### src/rtl/pipe_ctrl_pkg.sv
// rtl/pipe_ctrl_pkg.sv - shared state encoding, default widths and control vectors for pipeline_stall_ctrl
package pipe_ctrl_pkg;

   typedef enum logic {
      RUN       = 1'b0,
      MEM_STALL = 1'b1
   } state_t;

   localparam int DEF_CNT_W  = 3;
   localparam int DEF_PERF_W = 16;

   typedef struct packed {
      logic pc_we;
      logic if_id_we;
      logic if_id_flush;
      logic id_ex_we;
      logic id_ex_bubble;
      logic ex_mem_we;
      logic mem_wb_bubble;
   } ctrl_t;

   // Field order: pc_we, if_id_we, if_id_flush, id_ex_we, id_ex_bubble, ex_mem_we, mem_wb_bubble
   localparam ctrl_t CTRL_RESET    = 7'b0010101;
   localparam ctrl_t CTRL_FREEZE   = 7'b0000001;
   localparam ctrl_t CTRL_FLUSH    = 7'b1111110;
   localparam ctrl_t CTRL_LOAD_USE = 7'b0001110;
   localparam ctrl_t CTRL_RUN      = 7'b1101010;

endpackage

### src/rtl/pipeline_stall_ctrl_if.sv
// rtl/pipeline_stall_ctrl_if.sv - stall request / stage control bundle; perf ports exist only with STALL_PERF_CNT_EN
interface pipeline_stall_ctrl_if
   import pipe_ctrl_pkg::*;
#(
   parameter int CNT_W = DEF_CNT_W
`ifdef STALL_PERF_CNT_EN
   , parameter int PERF_W = DEF_PERF_W
`endif
);
   logic             HDU_stall_in;
   logic             branch_flush_EX_in;
   logic             mem_busy_req_in;
   logic [CNT_W-1:0] mem_busy_cycles_in;
   logic             pc_write_en_out;
   logic             IF_ID_write_en_out;
   logic             IF_ID_flush_out;
   logic             ID_EX_write_en_out;
   logic             ID_EX_bubble_out;
   logic             EX_MEM_write_en_out;
   logic             MEM_WB_bubble_out;
   logic             mem_stall_busy_out;
`ifdef STALL_PERF_CNT_EN
   logic [PERF_W-1:0] load_use_cnt_out;
   logic [PERF_W-1:0] mem_stall_cnt_out;
   logic [PERF_W-1:0] flush_cnt_out;
`endif

   modport master (
      output HDU_stall_in, branch_flush_EX_in, mem_busy_req_in, mem_busy_cycles_in,
      input  pc_write_en_out, IF_ID_write_en_out, IF_ID_flush_out, ID_EX_write_en_out,
             ID_EX_bubble_out, EX_MEM_write_en_out, MEM_WB_bubble_out, mem_stall_busy_out
`ifdef STALL_PERF_CNT_EN
      , input load_use_cnt_out, mem_stall_cnt_out, flush_cnt_out
`endif
   );

   modport slave (
      input  HDU_stall_in, branch_flush_EX_in, mem_busy_req_in, mem_busy_cycles_in,
      output pc_write_en_out, IF_ID_write_en_out, IF_ID_flush_out, ID_EX_write_en_out,
             ID_EX_bubble_out, EX_MEM_write_en_out, MEM_WB_bubble_out, mem_stall_busy_out
`ifdef STALL_PERF_CNT_EN
      , output load_use_cnt_out, mem_stall_cnt_out, flush_cnt_out
`endif
   );
endinterface

### src/rtl/mem_stall_counter.sv
// rtl/mem_stall_counter.sv - remaining MEM freeze cycles: load, decrement, last-cycle flag
module mem_stall_counter #(
   parameter int CNT_W = 3
) (
   input  logic             clk,
   input  logic             rst,
   input  logic             load,
   input  logic [CNT_W-1:0] load_val,
   input  logic             dec,
   output logic             last_out
);
   logic [CNT_W-1:0] cnt_q, cnt_d;

   always_comb begin
      cnt_d = cnt_q;
      if (load) begin
         cnt_d = load_val;
      end else if (dec && cnt_q != '0) begin
         cnt_d = cnt_q - CNT_W'(1);
      end
   end

   always_ff @(posedge clk) begin
      if (rst) begin
         cnt_q <= '0;
      end else begin
         cnt_q <= cnt_d;
      end
   end

   assign last_out = (cnt_q == CNT_W'(1));
endmodule

### src/rtl/pipeline_stall_ctrl.sv
// rtl/pipeline_stall_ctrl.sv - arbitrates load-use, branch flush and MEM freeze into stage controls
// Optional saturating perf counters under STALL_PERF_CNT_EN.
module pipeline_stall_ctrl
   import pipe_ctrl_pkg::*;
#(
   parameter int CNT_W = DEF_CNT_W
`ifdef STALL_PERF_CNT_EN
   , parameter int PERF_W = DEF_PERF_W
`endif
) (
   input  logic                   clk,
   input  logic                   rst,
   pipeline_stall_ctrl_if.slave   bus
);
   state_t           state_q, state_d;
   ctrl_t            ctrl;
   logic             freeze_req;
   logic             cnt_load, cnt_dec, cnt_last;
   logic [CNT_W-1:0] cnt_load_val;
   logic             freeze_cyc, flush_cyc, load_use_cyc;

   assign freeze_req   = bus.mem_busy_req_in && (bus.mem_busy_cycles_in != '0);
   // The RUN cycle that accepts the request is the first freeze cycle.
   assign cnt_load_val = bus.mem_busy_cycles_in - CNT_W'(1);

   always_comb begin
      state_d      = state_q;
      ctrl         = CTRL_RUN;
      cnt_load     = 1'b0;
      cnt_dec      = 1'b0;
      freeze_cyc   = 1'b0;
      flush_cyc    = 1'b0;
      load_use_cyc = 1'b0;
      if (rst) begin
         ctrl    = CTRL_RESET;
         state_d = RUN;
      end else begin
         unique case (state_q)
            RUN: begin
               if (freeze_req) begin
                  ctrl       = CTRL_FREEZE;
                  freeze_cyc = 1'b1;
                  if (bus.mem_busy_cycles_in > CNT_W'(1)) begin
                     cnt_load = 1'b1;
                     state_d  = MEM_STALL;
                  end
               end else if (bus.branch_flush_EX_in) begin
                  ctrl      = CTRL_FLUSH;
                  flush_cyc = 1'b1;
               end else if (bus.HDU_stall_in) begin
                  ctrl         = CTRL_LOAD_USE;
                  load_use_cyc = 1'b1;
               end
            end
            MEM_STALL: begin
               ctrl       = CTRL_FREEZE;
               freeze_cyc = 1'b1;
               cnt_dec    = 1'b1;
               if (cnt_last) begin
                  state_d = RUN;
               end
            end
            default: state_d = RUN;
         endcase
      end
   end

   always_ff @(posedge clk) begin
      if (rst) begin
         state_q <= RUN;
      end else begin
         state_q <= state_d;
      end
   end

   mem_stall_counter #(.CNT_W(CNT_W)) u_cnt (
      .clk      (clk),
      .rst      (rst),
      .load     (cnt_load),
      .load_val (cnt_load_val),
      .dec      (cnt_dec),
      .last_out (cnt_last)
   );

   assign bus.pc_write_en_out     = ctrl.pc_we;
   assign bus.IF_ID_write_en_out  = ctrl.if_id_we;
   assign bus.IF_ID_flush_out     = ctrl.if_id_flush;
   assign bus.ID_EX_write_en_out  = ctrl.id_ex_we;
   assign bus.ID_EX_bubble_out    = ctrl.id_ex_bubble;
   assign bus.EX_MEM_write_en_out = ctrl.ex_mem_we;
   assign bus.MEM_WB_bubble_out   = ctrl.mem_wb_bubble;
   assign bus.mem_stall_busy_out  = (state_q == MEM_STALL);

`ifdef STALL_PERF_CNT_EN
   logic [PERF_W-1:0] load_use_cnt_q, load_use_cnt_d;
   logic [PERF_W-1:0] mem_stall_cnt_q, mem_stall_cnt_d;
   logic [PERF_W-1:0] flush_cnt_q, flush_cnt_d;

   always_comb begin
      load_use_cnt_d  = load_use_cnt_q;
      mem_stall_cnt_d = mem_stall_cnt_q;
      flush_cnt_d     = flush_cnt_q;
      if (load_use_cyc && !(&load_use_cnt_q))  load_use_cnt_d  = load_use_cnt_q + PERF_W'(1);
      if (freeze_cyc && !(&mem_stall_cnt_q))   mem_stall_cnt_d = mem_stall_cnt_q + PERF_W'(1);
      if (flush_cyc && !(&flush_cnt_q))        flush_cnt_d     = flush_cnt_q + PERF_W'(1);
   end

   always_ff @(posedge clk) begin
      if (rst) begin
         load_use_cnt_q  <= '0;
         mem_stall_cnt_q <= '0;
         flush_cnt_q     <= '0;
      end else begin
         load_use_cnt_q  <= load_use_cnt_d;
         mem_stall_cnt_q <= mem_stall_cnt_d;
         flush_cnt_q     <= flush_cnt_d;
      end
   end

   assign bus.load_use_cnt_out  = load_use_cnt_q;
   assign bus.mem_stall_cnt_out = mem_stall_cnt_q;
   assign bus.flush_cnt_out     = flush_cnt_q;
`endif
endmodule

### src/flat_wrapper.sv
// flat-port wrapper written by rule: the top's interface ports become plain ports
module pipeline_stall_ctrl_flat import pipe_ctrl_pkg::*;
#(
   parameter int CNT_W = DEF_CNT_W

)
  (clk, rst, bus_HDU_stall_in, bus_branch_flush_EX_in, bus_mem_busy_req_in, bus_mem_busy_cycles_in, bus_pc_write_en_out, bus_IF_ID_write_en_out, bus_IF_ID_flush_out, bus_ID_EX_write_en_out, bus_ID_EX_bubble_out, bus_EX_MEM_write_en_out, bus_MEM_WB_bubble_out, bus_mem_stall_busy_out);
  pipeline_stall_ctrl_if #(.CNT_W(CNT_W)) bus_i ();
  input  logic clk;
  input  logic rst;
  input wire logic [$bits(bus_i.HDU_stall_in)-1:0] bus_HDU_stall_in;
  input wire logic [$bits(bus_i.branch_flush_EX_in)-1:0] bus_branch_flush_EX_in;
  input wire logic [$bits(bus_i.mem_busy_req_in)-1:0] bus_mem_busy_req_in;
  input wire logic [$bits(bus_i.mem_busy_cycles_in)-1:0] bus_mem_busy_cycles_in;
  output wire logic [$bits(bus_i.pc_write_en_out)-1:0] bus_pc_write_en_out;
  output wire logic [$bits(bus_i.IF_ID_write_en_out)-1:0] bus_IF_ID_write_en_out;
  output wire logic [$bits(bus_i.IF_ID_flush_out)-1:0] bus_IF_ID_flush_out;
  output wire logic [$bits(bus_i.ID_EX_write_en_out)-1:0] bus_ID_EX_write_en_out;
  output wire logic [$bits(bus_i.ID_EX_bubble_out)-1:0] bus_ID_EX_bubble_out;
  output wire logic [$bits(bus_i.EX_MEM_write_en_out)-1:0] bus_EX_MEM_write_en_out;
  output wire logic [$bits(bus_i.MEM_WB_bubble_out)-1:0] bus_MEM_WB_bubble_out;
  output wire logic [$bits(bus_i.mem_stall_busy_out)-1:0] bus_mem_stall_busy_out;
  assign bus_i.HDU_stall_in = bus_HDU_stall_in;
  assign bus_i.branch_flush_EX_in = bus_branch_flush_EX_in;
  assign bus_i.mem_busy_req_in = bus_mem_busy_req_in;
  assign bus_i.mem_busy_cycles_in = bus_mem_busy_cycles_in;
  assign bus_pc_write_en_out = bus_i.pc_write_en_out;
  assign bus_IF_ID_write_en_out = bus_i.IF_ID_write_en_out;
  assign bus_IF_ID_flush_out = bus_i.IF_ID_flush_out;
  assign bus_ID_EX_write_en_out = bus_i.ID_EX_write_en_out;
  assign bus_ID_EX_bubble_out = bus_i.ID_EX_bubble_out;
  assign bus_EX_MEM_write_en_out = bus_i.EX_MEM_write_en_out;
  assign bus_MEM_WB_bubble_out = bus_i.MEM_WB_bubble_out;
  assign bus_mem_stall_busy_out = bus_i.mem_stall_busy_out;
  pipeline_stall_ctrl #(.CNT_W(CNT_W)) u_core (.clk(clk), .rst(rst), .bus(bus_i));
endmodule
### config.mk
export PLATFORM = sky130hd
export DESIGN_NAME = pipeline_stall_ctrl_flat
export DESIGN_NICKNAME = d
export VERILOG_FILES = /design/src/rtl/pipe_ctrl_pkg.sv /design/src/rtl/pipeline_stall_ctrl_if.sv /design/src/rtl/mem_stall_counter.sv /design/src/rtl/pipeline_stall_ctrl.sv /design/src/flat_wrapper.sv
export SDC_FILE = /design/constraint.sdc
export NUM_CORES = 1
export LEC_CHECK = 0
export ABC_AREA = 1
export BUFFER_PORTS_ARGS = -buffer_cell sky130_fd_sc_hd__buf_2
export CORE_AREA = 2 2 39 41
export CTS_CLUSTER_DIAMETER = 200
export DETAILED_ROUTE_END_ITERATION = 7
export DIE_AREA = 0 0 41 43
export HOLD_SLACK_MARGIN = 0.12
export SLEW_MARGIN = 10
export SYNTH_ARGS = -nofsm -noshare
export SYNTH_HDL_FRONTEND = slang
export SYNTH_HIERARCHICAL = 1
export SYNTH_SLANG_ARGS = --single-unit
### constraint.sdc
create_clock -name clk -period 1.4 [get_ports clk]
set_input_delay 0.28 -clock clk [delete_from_list [all_inputs] [get_ports clk]]
set_output_delay 0.28 -clock clk [all_outputs]
set_load 0.02 [all_outputs]
==> results of run 1 <==
## placed cells by master, fill, tap and decap left out
cell / n
xor2_1: 1
or2_0: 1
clkbuf_4: 3
inv_2: 7
buf_6: 7
dfxtp_1: 3
buf_4: 7
nor2_1: 2
buf_2: 9
nand2_1: 14
nand2_2: 3
ha_1: 5
ha_2: 1
a21oi_4: 1
nand3_1: 6
a21oi_1: 3
nor2_4: 2
o21ai_0: 3
nand2_4: 4
dfxtp_2: 1
inv_1: 11
## repair_timing
action,in CTS,in global routing
gates cloned,0,0
setup buffers,2,0
endpoints found under the setup margin,4,8
resized for setup,9,10
pin swaps,3,1
## metal layers
metal,part of all wire [%],vias up,GRT usage (%),wire [µm]
li1,-,255,-,-
met1,42,203,14.1,389
met5,0,-,0,0
met2,49,17,20.0,456
met4,0.86,0,5.33,8
met3,8.1,2,9.95,75
## sequential cells by signal (all words and copies together) (netlist names)
register	cells
u_core/u_cnt/cnt_q	3
u_core/bus.mem_stall_busy_out	1
## per-stage QoR
| step | utilization [%] | hold WS [ns] |
|---|---|---|
| floorplan | - | 0.349 |
| global placement | 43.0 | 0.491 |
| detailed placement | 43.0 | 0.482 |
| CTS | 47.2 | 0.355 |
| global route | 49.4 | 0.397 |
| finish | 49.4 | 0.396 |
## cell type report
type,count,area share (%)
inverters,18,9.89
clock buffers,3,3.30
well taps,16,2.93
flip-flops and latches,4,11.9
repair buffers,23,25.8
multi-input cells,46,46.2
## how the worst max path moves through the flow
stage	end	cells after the start
finish	bus_IF_ID_write_en_out	5
global route	bus_IF_ID_write_en_out	5
CTS	bus_IF_ID_write_en_out	5
detailed placement	u_core/u_cnt/cnt_q[2]	13
global placement	u_core/u_cnt/cnt_q[2]	13
floorplan	bus_pc_write_en_out	7
## critical path: cells and delay by family, from the launching register on
| family | cells | cell delay, ns |
|---|---|---|
| AND/OR/NAND/NOR | 2 | 0.17 |
| buffers and inverters | 2 | 0.25 |
| AO/OA/AOI/OAI | 1 | 0.13 |
| flip-flops | 1 | 0.33 |
## cells by family (layout without fill, tap and decap cells)
family	count (synthesis)	after routing	synth area share, %
AO/OA/AOI/OAI	7	7	8.47
XOR/XNOR	1	1	1.91
flip-flops	4	4	17.5
adder cells (fa/ha/maj)	6	6	16.4
AND/OR/NAND/NOR	32	32	37.7
buffers and inverters	20	44	18.0
## power by group
part,leakage (nW),total [mW],internal [mW],switching [mW]
clock network,0.0138,0.141,0.0957,0.0453
registers,0.0331,0.142,0.129,0.0131
logic,0.328,0.247,0.112,0.135
total,0.375,0.530,0.336,0.194
==> flow_summary.yaml, run 1 <==
outcome:
  outcome: "finished, final reports clean"
finish:
  drive_gt1_share_pct: 47.9
  multi_input_area_um2: 315
  final_area_um2: 683
  fin_nets: 110
  num_antenna_cells: 0
  final_cells: 110
  fillers: 148
  area_growth_pct: 49.2
  ff_latch_area_um2: 81.3
sta:
  fin_ws_ns: 0.00765
  maxSlewHeadroom_pct: 83.3
  fin_setup_tns_ns: 0
  skew_ns: 0.00467
  min_period_ns: 1.39
  period_share_pct: 99.5
  finalHoldViolations: 0
  grt_setup_unrepaired: "true"
  finalSetupViolations: 0
  slew_viol_final: 0
  tightestPinTransition_ns: 0.249
  fmax_mhz: 718
routing:
  drtIter0Drc: 7
  drc: 0
  dr.pass1.iters: 4
  vias: 477
  routed_wl_um: 929
  wire_per_inst_um: 8.45
  ant_nets: 0
  viasPerCell: 4.34
placed_design:
  hpwl_um: 761
  place_congestion: 0.809
  dpl.cell_count: 105
  dpl_cell_area_um2: 596
  port_buffers: 15
  post-place-ws_ns: -0.116
critical_path:
  cp.arrival_ns: 1.11
  cpPeakStageDelay_ns: 0.33
  crit_top_cell: "buf_6"
  crit_chain: "nor2_4 -> buf_6 -> nand2_4 -> a21oi_4 -> buf_6"
  critPathSlowestCell: "dfxtp_2"
  reg2reg_from: "u_core/bus.mem_stall_busy_out"
  crit_path_end_kind: "output pin"
  required_ns: 1.12
  r2r_cells: 11
  path_max_fanout: 3
  worstSetupStartpointType: "flip-flop"
  timing.rr.end: "u_core/u_cnt/cnt_q[2]"
  cp-startpoint: "u_core/bus.mem_stall_busy_out"
  reg2reg_setup_slack_ns: 0.13
  crit_type: "reg2out"
floorplanning:
  die_y_um: 43
  fp.dieArea_um2: 1760
  ios: 16
  die_x_um: 41
  start_util_pct: 33.1
  core_um2: 1380
  num_rows: 14
pwr:
  p_per_area_nw_per_um2: 775
  p_total_uw: 530
  peakVddDrop_mv: 0.490
  leakage_nw: 0.375
global_route:
  grt_usage_pct: 13.6
  grt_max_degree: 7
  grt_pass1_vias: 432
  grt_pass1_wl_mm: 1.57
  antenna_found_initial: 0
  grt_overflow_total: 0
logic_synthesis:
  synth_seq_cells: 4
  synth_top_area_cell: "dfxtp_1"
  synthesis.area_um2: 458
  synthTopCellsByArea: "dfxtp_1 (17%), ha_1 (16%), inv_1 (11%), nand2_1 (11%), nand2_4 (7.4%)"
  syn_avg_cell_area_um2: 6.54
  netlist_instances: 70
  synth-edff-count: 0
  ys_top_cells_by_count: "inv_1 (14), nand2_1 (14), ha_1 (6), nand3_1 (6)"
  ys_async_sr_fraction_pct: 0
  synth_top_area_share_pct: 17.5
  synthFlopType: "dfxtp_1"
  syn_nets: 84
  ys_seq_area_share_pct: 17.5
  ys_warn_count: 6
  ys_types: 17
hold_path:
  min_to: "u_core/u_cnt/cnt_q[2]"
  whs_path_depth: 3
  min-delay-path-class: "in2reg"
  hp-start: "rst"
run:
  maxCapViolCount: 0
cts:
  cts_tree: "done"
  clkSinkCount: 4
  hold_buffers: 0
  clock_path_buffers: 2
  cts_root_buffer: "clkbuf_4"
  clk_pin_slew_ns: 0.04
  h-tree-depth: 1
  cts_made_buffers: 3
  clk_latency_ns: 0.24
(Power assumes the default switching activity.)
==> run 2, diff against run 1 <==
--- a/config.mk
+++ b/config.mk
@@ -5,7 +5,7 @@
 export SDC_FILE = /design/constraint.sdc
 export NUM_CORES = 1
 export LEC_CHECK = 0
-export ABC_AREA = 1
+export ABC_CLOCK_PERIOD_IN_PS = 1400
 export BUFFER_PORTS_ARGS = -buffer_cell sky130_fd_sc_hd__buf_2
 export CORE_AREA = 2 2 39 41
 export CTS_CLUSTER_DIAMETER = 200
==> run 2 against run 1 <==
  * The flow now finishes with violations (setup timing)
  * Utilization increased by 13 points
  * Via count fell by 2.3%
  * Synthesized cell count shrank 29%
  * Worst setup slack got worse by 0.16 ns
  * Clock skew shrank 0.0038 ns
  * Critical endpoint unchanged
  * Total power is 14% higher
  * Maximum frequency is 10% lower
  * Sequential cell count is the same
  * Sequential share of layout area fell by 2.5 points
  * Synthesized area down 3.3%
==> flow_summary.yaml, run 2 <==
floorplanning:
  die_y_um: 43
  start_util_pct: 32.0
  die_x_um: 41
  core_um2: 1380
  fp.dieArea_um2: 1760
  num_rows: 14
  ios: 16
global_route:
  grt_usage_pct: 13.0
  grt_max_degree: 10
  grt_pass1_vias: 378
  antenna_found_initial: 0
  grt_overflow_total: 0
  grt_pass1_wl_mm: 1.48
finish:
  drive_gt1_share_pct: 66.7
  fillers: 118
  largest_register_ffs: 3
  final_util_pct: 62.4
  top_register: "u_core/u_cnt/cnt_q"
  num_antenna_cells: 0
  layout_commonest_cell: "buf_6"
  layout_common_cells: "buf_6 (11), buf_4 (10), inv_1 (7), buf_2 (6), ha_1 (4)"
  fin_nets: 97
  area_growth_pct: 94.9
sta:
  fmax_mhz: 646
  maxSlewHeadroom_pct: 85.1
  slew_viol_final: 0
  skew_ns: 0.000867
  tightestPinTransition_ns: 0.224
  period_share_pct: 111
  min_period_ns: 1.55
  finalSetupViolations: 8
  fin_ws_ns: -0.149
  grt_setup_unrepaired: "true"
  finalHoldViolations: 0
pwr:
  peakVddDrop_mv: 0.617
  swShare_pct: 35.1
  p_comb_share_pct: 52.8
  power.share.sequential_pct: 22.6
  clock_power_share_pct: 24.5
  switching_power_uw: 211
  leakage_nw: 0.403
  p_int_uw: 391
  p_per_area_nw_per_um2: 698
outcome:
  violations: "setup timing"
  outcome: "finished, violations left"
logic_synthesis:
  ys_seq_area_share_pct: 18.1
  netlist_instances: 50
  syn_nets: 64
  synth-edff-count: 0
  ys_types: 25
  synthTopCellsByArea: "dfxtp_1 (18%), ha_1 (17%), inv_1 (7.6%), a2111oi_4 (6.2%), nand2b_4 (6.2%)"
  syn_avg_cell_area_um2: 8.86
  ys_top_cells_by_count: "inv_1 (9), ha_1 (6), dfxtp_1 (4)"
  synthesis.area_um2: 443
  synth_seq_cells: 4
  synth_top_area_cell: "dfxtp_1"
  synth_most_common_cell: "inv_1"
  synthFlopType: "dfxtp_1"
  ys_async_sr_fraction_pct: 0
  ys_warn_count: 6
  synth_top_area_share_pct: 18.1
critical_path:
  cp.depth: 7
  cp.arrival_ns: 1.27
  timing.rr.end: "u_core/u_cnt/cnt_q[0]"
  reg2reg_from: "u_core/u_cnt/cnt_q[0]"
  crit_type: "in2out"
  crit_chain: "buf_12 -> inv_16 -> ha_4 -> nand2b_4 -> a211o_4 -> a21oi_4 -> buf_6"
  crit_path_end_kind: "output pin"
  required_ns: 1.12
  cpPeakStageDelay_ns: 0.35
  path_buf_inv: 3
  worstSetupStartpointType: "primary input"
  reg2reg_setup_slack_ns: 0.06
  r2r_cells: 5
  path_max_fanout: 3
  critPathSlowestCell: "a211o_4"
  cp_top_family: "compound AO/OA/AOI/OAI gates"
run:
  maxCapViolCount: 0
cts:
  clock_path_buffers: 2
  clk_latency_ns: 0.24
  cts_made_buffers: 3
  hold_buffers: 0
  clk_pin_slew_ns: 0.04
  clkSinkCount: 4
  h-tree-depth: 1
  cts_root_buffer: "clkbuf_4"
  cts_tree: "done"
routing:
  vias: 466
  ant_nets: 0
  routed_wl_mm: 1.26
  wire_per_inst_um: 13.0
  drtIter0Drc: 3
  viasPerCell: 4.80
  dr.pass1.iters: 4
  drc: 0
hold_path:
  hp-start: "bus_mem_busy_cycles_in[2]"
  min_to: "u_core/u_cnt/cnt_q[2]"
  min-delay-path-class: "in2reg"
  whs_path_depth: 5
placed_design:
  port_buffers: 15
  place_congestion: 0.671
  hpwl_um: 702
  post-place-ws_ns: -0.318
==> run 2: cell count changes in the layout (fill, tap and decap cells not counted), sizes merged, moves of 3 or more <==
cell / change
inv: -10
buf: +6
nand3: -6
nand2: -20
o21ai: -3
a21o: +3
==> run 2: metal layers <==
layer  track usage [%]  up-vias  part of all wire [%]
li1                  -      240                     -
met1              15.5      213                    41
met2              18.8        9                    54
met3              1.57        4                   2.6
met4              12.0        0                   2.9
met5                 0        -                     0
==> run 2: cell families after synthesis <==
family                   Yosys count  synth area share, %
AO/OA/AOI/OAI                     14                 30.5
AND/OR/NAND/NOR                   14                 21.5
XOR/XNOR                           1                 1.98
flip-flops                         4                 18.1
adder cells (fa/ha/maj)            6                 16.9
buffers and inverters             11                 11.0
==> run 2: power groups by stage <==
stage                     Clock (mW)  Sequential, mW  Combinational, mW
after global routing           0.164           0.138              0.342
after detailed placement           0           0.136              0.226
final                          0.148           0.136              0.318
after CTS                      0.155           0.134              0.263
after floorplan                    0           0.141              0.154
after global placement             0           0.137              0.226
==> run 2: layout make-up <==
type	instances	area, µm²	area share (%)
Timing Repair Buffer	29	264	30.6
Inverter	9	62.6	7.25
Clock buffer	3	22.5	2.61
Multi-Input combinational cell	36	413	47.8
Sequential cell	4	81.3	9.42
Tap cell	16	20.0	2.32
==> run 2: tightest hold or removal path, delay by kind of cell <==
kind / cells / cell delay, ns
buffers and inverters: 2 / 0.20
AND/OR/NAND/NOR: 2 / 0.18
XOR/XNOR: 1 / 0.06
==> run 2: worst max path at each step <==
stage	start	endpoint
after detailed placement	bus_mem_busy_cycles_in[1]	u_core/u_cnt/cnt_q[1]
after CTS	bus_mem_busy_cycles_in[1]	bus_pc_write_en_out
after floorplan	bus_mem_busy_cycles_in[1]	bus_pc_write_en_out
after global routing	bus_mem_busy_cycles_in[1]	bus_IF_ID_write_en_out
final	bus_mem_busy_cycles_in[1]	bus_IF_ID_write_en_out
after global placement	bus_mem_busy_cycles_in[1]	u_core/u_cnt/cnt_q[1]
==> run 2: metrics by stage <==
| stage | TNS (ns) | cell area [µm²] | total power [mW] | std cells | hold slack (ns) |
|---|---|---|---|---|---|
| floorplan | -0.212 | 514 | 0.295 | 50 | 0.359 |
| global placement | -1.66 | 628 | 0.363 | 84 | 0.608 |
| detailed placement | -1.78 | 628 | 0.363 | 84 | 0.601 |
| CTS | -0.661 | 744 | 0.553 | 92 | 0.485 |
| global route | -1.08 | 863 | 0.643 | 97 | 0.528 |
| finish | -0.788 | 863 | 0.603 | 97 | 0.533 |
==> run 2: timing repair <==
action	4_1_cts	5_1_grt
setup buffers	5	4
endpoints found under the setup margin	9	10
gates cloned	0	1
pin swaps	3	5
gates resized for setup	17	20
endpoints found under the hold margin	0	0
==> run 3, diff against run 2 <==
--- a/config.mk
+++ b/config.mk
@@ -5,6 +5,7 @@
 export SDC_FILE = /design/constraint.sdc
 export NUM_CORES = 1
 export LEC_CHECK = 0
+export ABC_AREA = 1
 export ABC_CLOCK_PERIOD_IN_PS = 1400
 export BUFFER_PORTS_ARGS = -buffer_cell sky130_fd_sc_hd__buf_2
 export CORE_AREA = 2 2 39 41
@@ -12,6 +13,7 @@
 export DETAILED_ROUTE_END_ITERATION = 7
 export DIE_AREA = 0 0 41 43
 export HOLD_SLACK_MARGIN = 0.12
+export PLACE_DENSITY = 0.65
 export SLEW_MARGIN = 10
 export SYNTH_ARGS = -nofsm -noshare
 export SYNTH_HDL_FRONTEND = slang
==> run 3 against run 2 <==
  * The flow still finishes with violations (setup timing)
  * Critical path type is now reg2out
  * Final cell count up 13%
  * Global-route usage fell by 0.65 points
  * Sequential power is 4% higher
  * Clock power down 5%
==> flow_summary.yaml, run 3 (synthesized netlist as in run 1, its figures left out) <==
outcome:
  outcome: "finished, violations left"
  violations: "setup timing"
critical_path:
  crit_top_cell: "buf_6"
  reg2reg_setup_slack_ns: 0.13
  worstSetupStartpointType: "flip-flop"
  crit_type: "reg2out"
  cp_top_family: "flip-flops"
  crit_path_end_kind: "output pin"
  required_ns: 1.12
  cp.arrival_ns: 1.12
  reg2reg_from: "u_core/bus.mem_stall_busy_out"
  cpPeakStageDelay_ns: 0.35
  path_max_fanout: 3
  path_buf_inv: 2
  crit_chain: "nor2_4 -> buf_6 -> nand2_4 -> a21oi_4 -> buf_6"
  critPathSlowestCell: "dfxtp_4"
  r2r_cells: 11
  timing.rr.end: "u_core/u_cnt/cnt_q[2]"
routing:
  wire_per_inst_um: 8.54
  drtIter0Drc: 2
  dr.pass1.iters: 4
  drc: 0
  viasPerCell: 4.30
  routed_wl_um: 939
  vias: 473
  ant_nets: 0
sta:
  min_period_ns: 1.40
  fmax_mhz: 712
  period_share_pct: 100
  skew_ns: 0.000822
  finalSetupViolations: 2
  timing.hold.ws_ns: 0.376
  tightestPinTransition_ns: 0.233
  maxSlewHeadroom_pct: 84.4
  fin_setup_tns_ns: -0.00767
  grt_setup_unrepaired: "true"
  finalHoldViolations: 0
  fin_ws_ns: -0.00462
  slew_viol_final: 0
cts:
  clock_path_buffers: 2
  h-tree-depth: 1
  clkSinkCount: 4
  cts_made_buffers: 3
  clk_pin_slew_ns: 0.03
  cts_root_buffer: "clkbuf_4"
  cts_tree: "done"
  clk_latency_ns: 0.24
placed_design:
  post-place-ws_ns: -0.130
  dpl_cell_area_um2: 596
  dpl.cell_count: 105
  port_buffers: 15
  place_congestion: 0.636
  hpwl_um: 795
finish:
  layout_commonest_cell: "nand2_1"
  drive_gt1_share_pct: 47.9
  area_growth_pct: 50.3
  fillers: 147
  largest_register_ffs: 3
  final_area_um2: 688
  final_util_pct: 49.7
  fin_nets: 110
  layout_common_cells: "nand2_1 (14), inv_1 (11), buf_2 (10), buf_4 (8)"
  final_cells: 110
  num_antenna_cells: 0
  top_register: "u_core/u_cnt/cnt_q"
floorplanning:
  fp.dieArea_um2: 1760
  num_rows: 14
  core_um2: 1380
  die_x_um: 41
  die_y_um: 43
  start_util_pct: 33.1
  ios: 16
global_route:
  grt_overflow_total: 0
  antenna_found_initial: 0
  grt_pass1_wl_mm: 1.48
  grt_usage_pct: 12.3
  grt_max_degree: 7
  grt_pass1_vias: 416
hold_path:
  whs_path_depth: 3
  min-delay-path-class: "in2reg"
  hp-start: "rst"
  min_to: "u_core/u_cnt/cnt_q[0]"
pwr:
  p_per_area_nw_per_um2: 765
  p_total_uw: 526
  leakage_nw: 0.376
  peakVddDrop_mv: 0.420
run:
  maxCapViolCount: 0
run 3: cell types whose count changed in the layout (fill, tap and decap cells not counted), moves of 6 or more:
cell	previous run	this run
buf_6	11	5
nand3_1	0	6
nand2_1	1	14
inv_2	0	6
run 3: worst max-delay path by stage:
stage	startpoint	to	cells after the start
after global routing	u_core/bus.mem_stall_busy_out	bus_pc_write_en_out	5
after detailed placement	bus_mem_busy_cycles_in[0]	u_core/u_cnt/cnt_q[2]	13
after CTS	u_core/bus.mem_stall_busy_out	bus_pc_write_en_out	5
final	u_core/bus.mem_stall_busy_out	bus_IF_ID_write_en_out	5
after global placement	bus_mem_busy_cycles_in[0]	u_core/u_cnt/cnt_q[2]	13
after floorplan	bus_mem_busy_cycles_in[0]	bus_pc_write_en_out	7
run 3: repair_timing:
action,4_1_cts,5_1_grt
resized for setup,10,9
endpoints found under the setup margin,4,9
pin swaps,4,3
hold buffers,0,0
setup buffers,2,0
run 3: per-layer routing:
metal,track usage (%),share of wire [%],vias to the layer above
met5,0,0,-
met4,6.00,1.2,0
met3,4.71,5.8,2
met2,19.1,53,10
met1,14.0,40,205
li1,-,-,256
run 3: final cells by class:
class                      count  area, µm²  share of cell area, %
sequential                     4       83.8                   12.2
inverter                      18       70.1                   10.2
timing repair buffer          23        166                   24.2
multi-input combinational     46        325                   47.3
tap                           16       20.0                   2.91
clock buffer                   3       22.5                   3.27
run 3: power by group:
| part | total [mW] | internal [mW] | leakage [nW] | switching, mW |
|---|---|---|---|---|
| registers | 0.142 | 0.129 | 0.0334 | 0.0132 |
| logic | 0.243 | 0.108 | 0.328 | 0.135 |
| clock network | 0.141 | 0.0957 | 0.0138 | 0.0455 |
| total | 0.526 | 0.333 | 0.376 | 0.194 |
run 3: worst reg2reg max path: stages (launching register included):
cell and delay [ns]:
dfxtp_4 0.35, nor2_4 0.12, buf_4 0.11, inv_2 0.03, nor2_4 0.09, nand2_2 0.06, inv_2 0.09, inv_2 0.07
nand3_1 0.09, nand2_1 0.05, nand2_1 0.05, a21oi_1 0.06
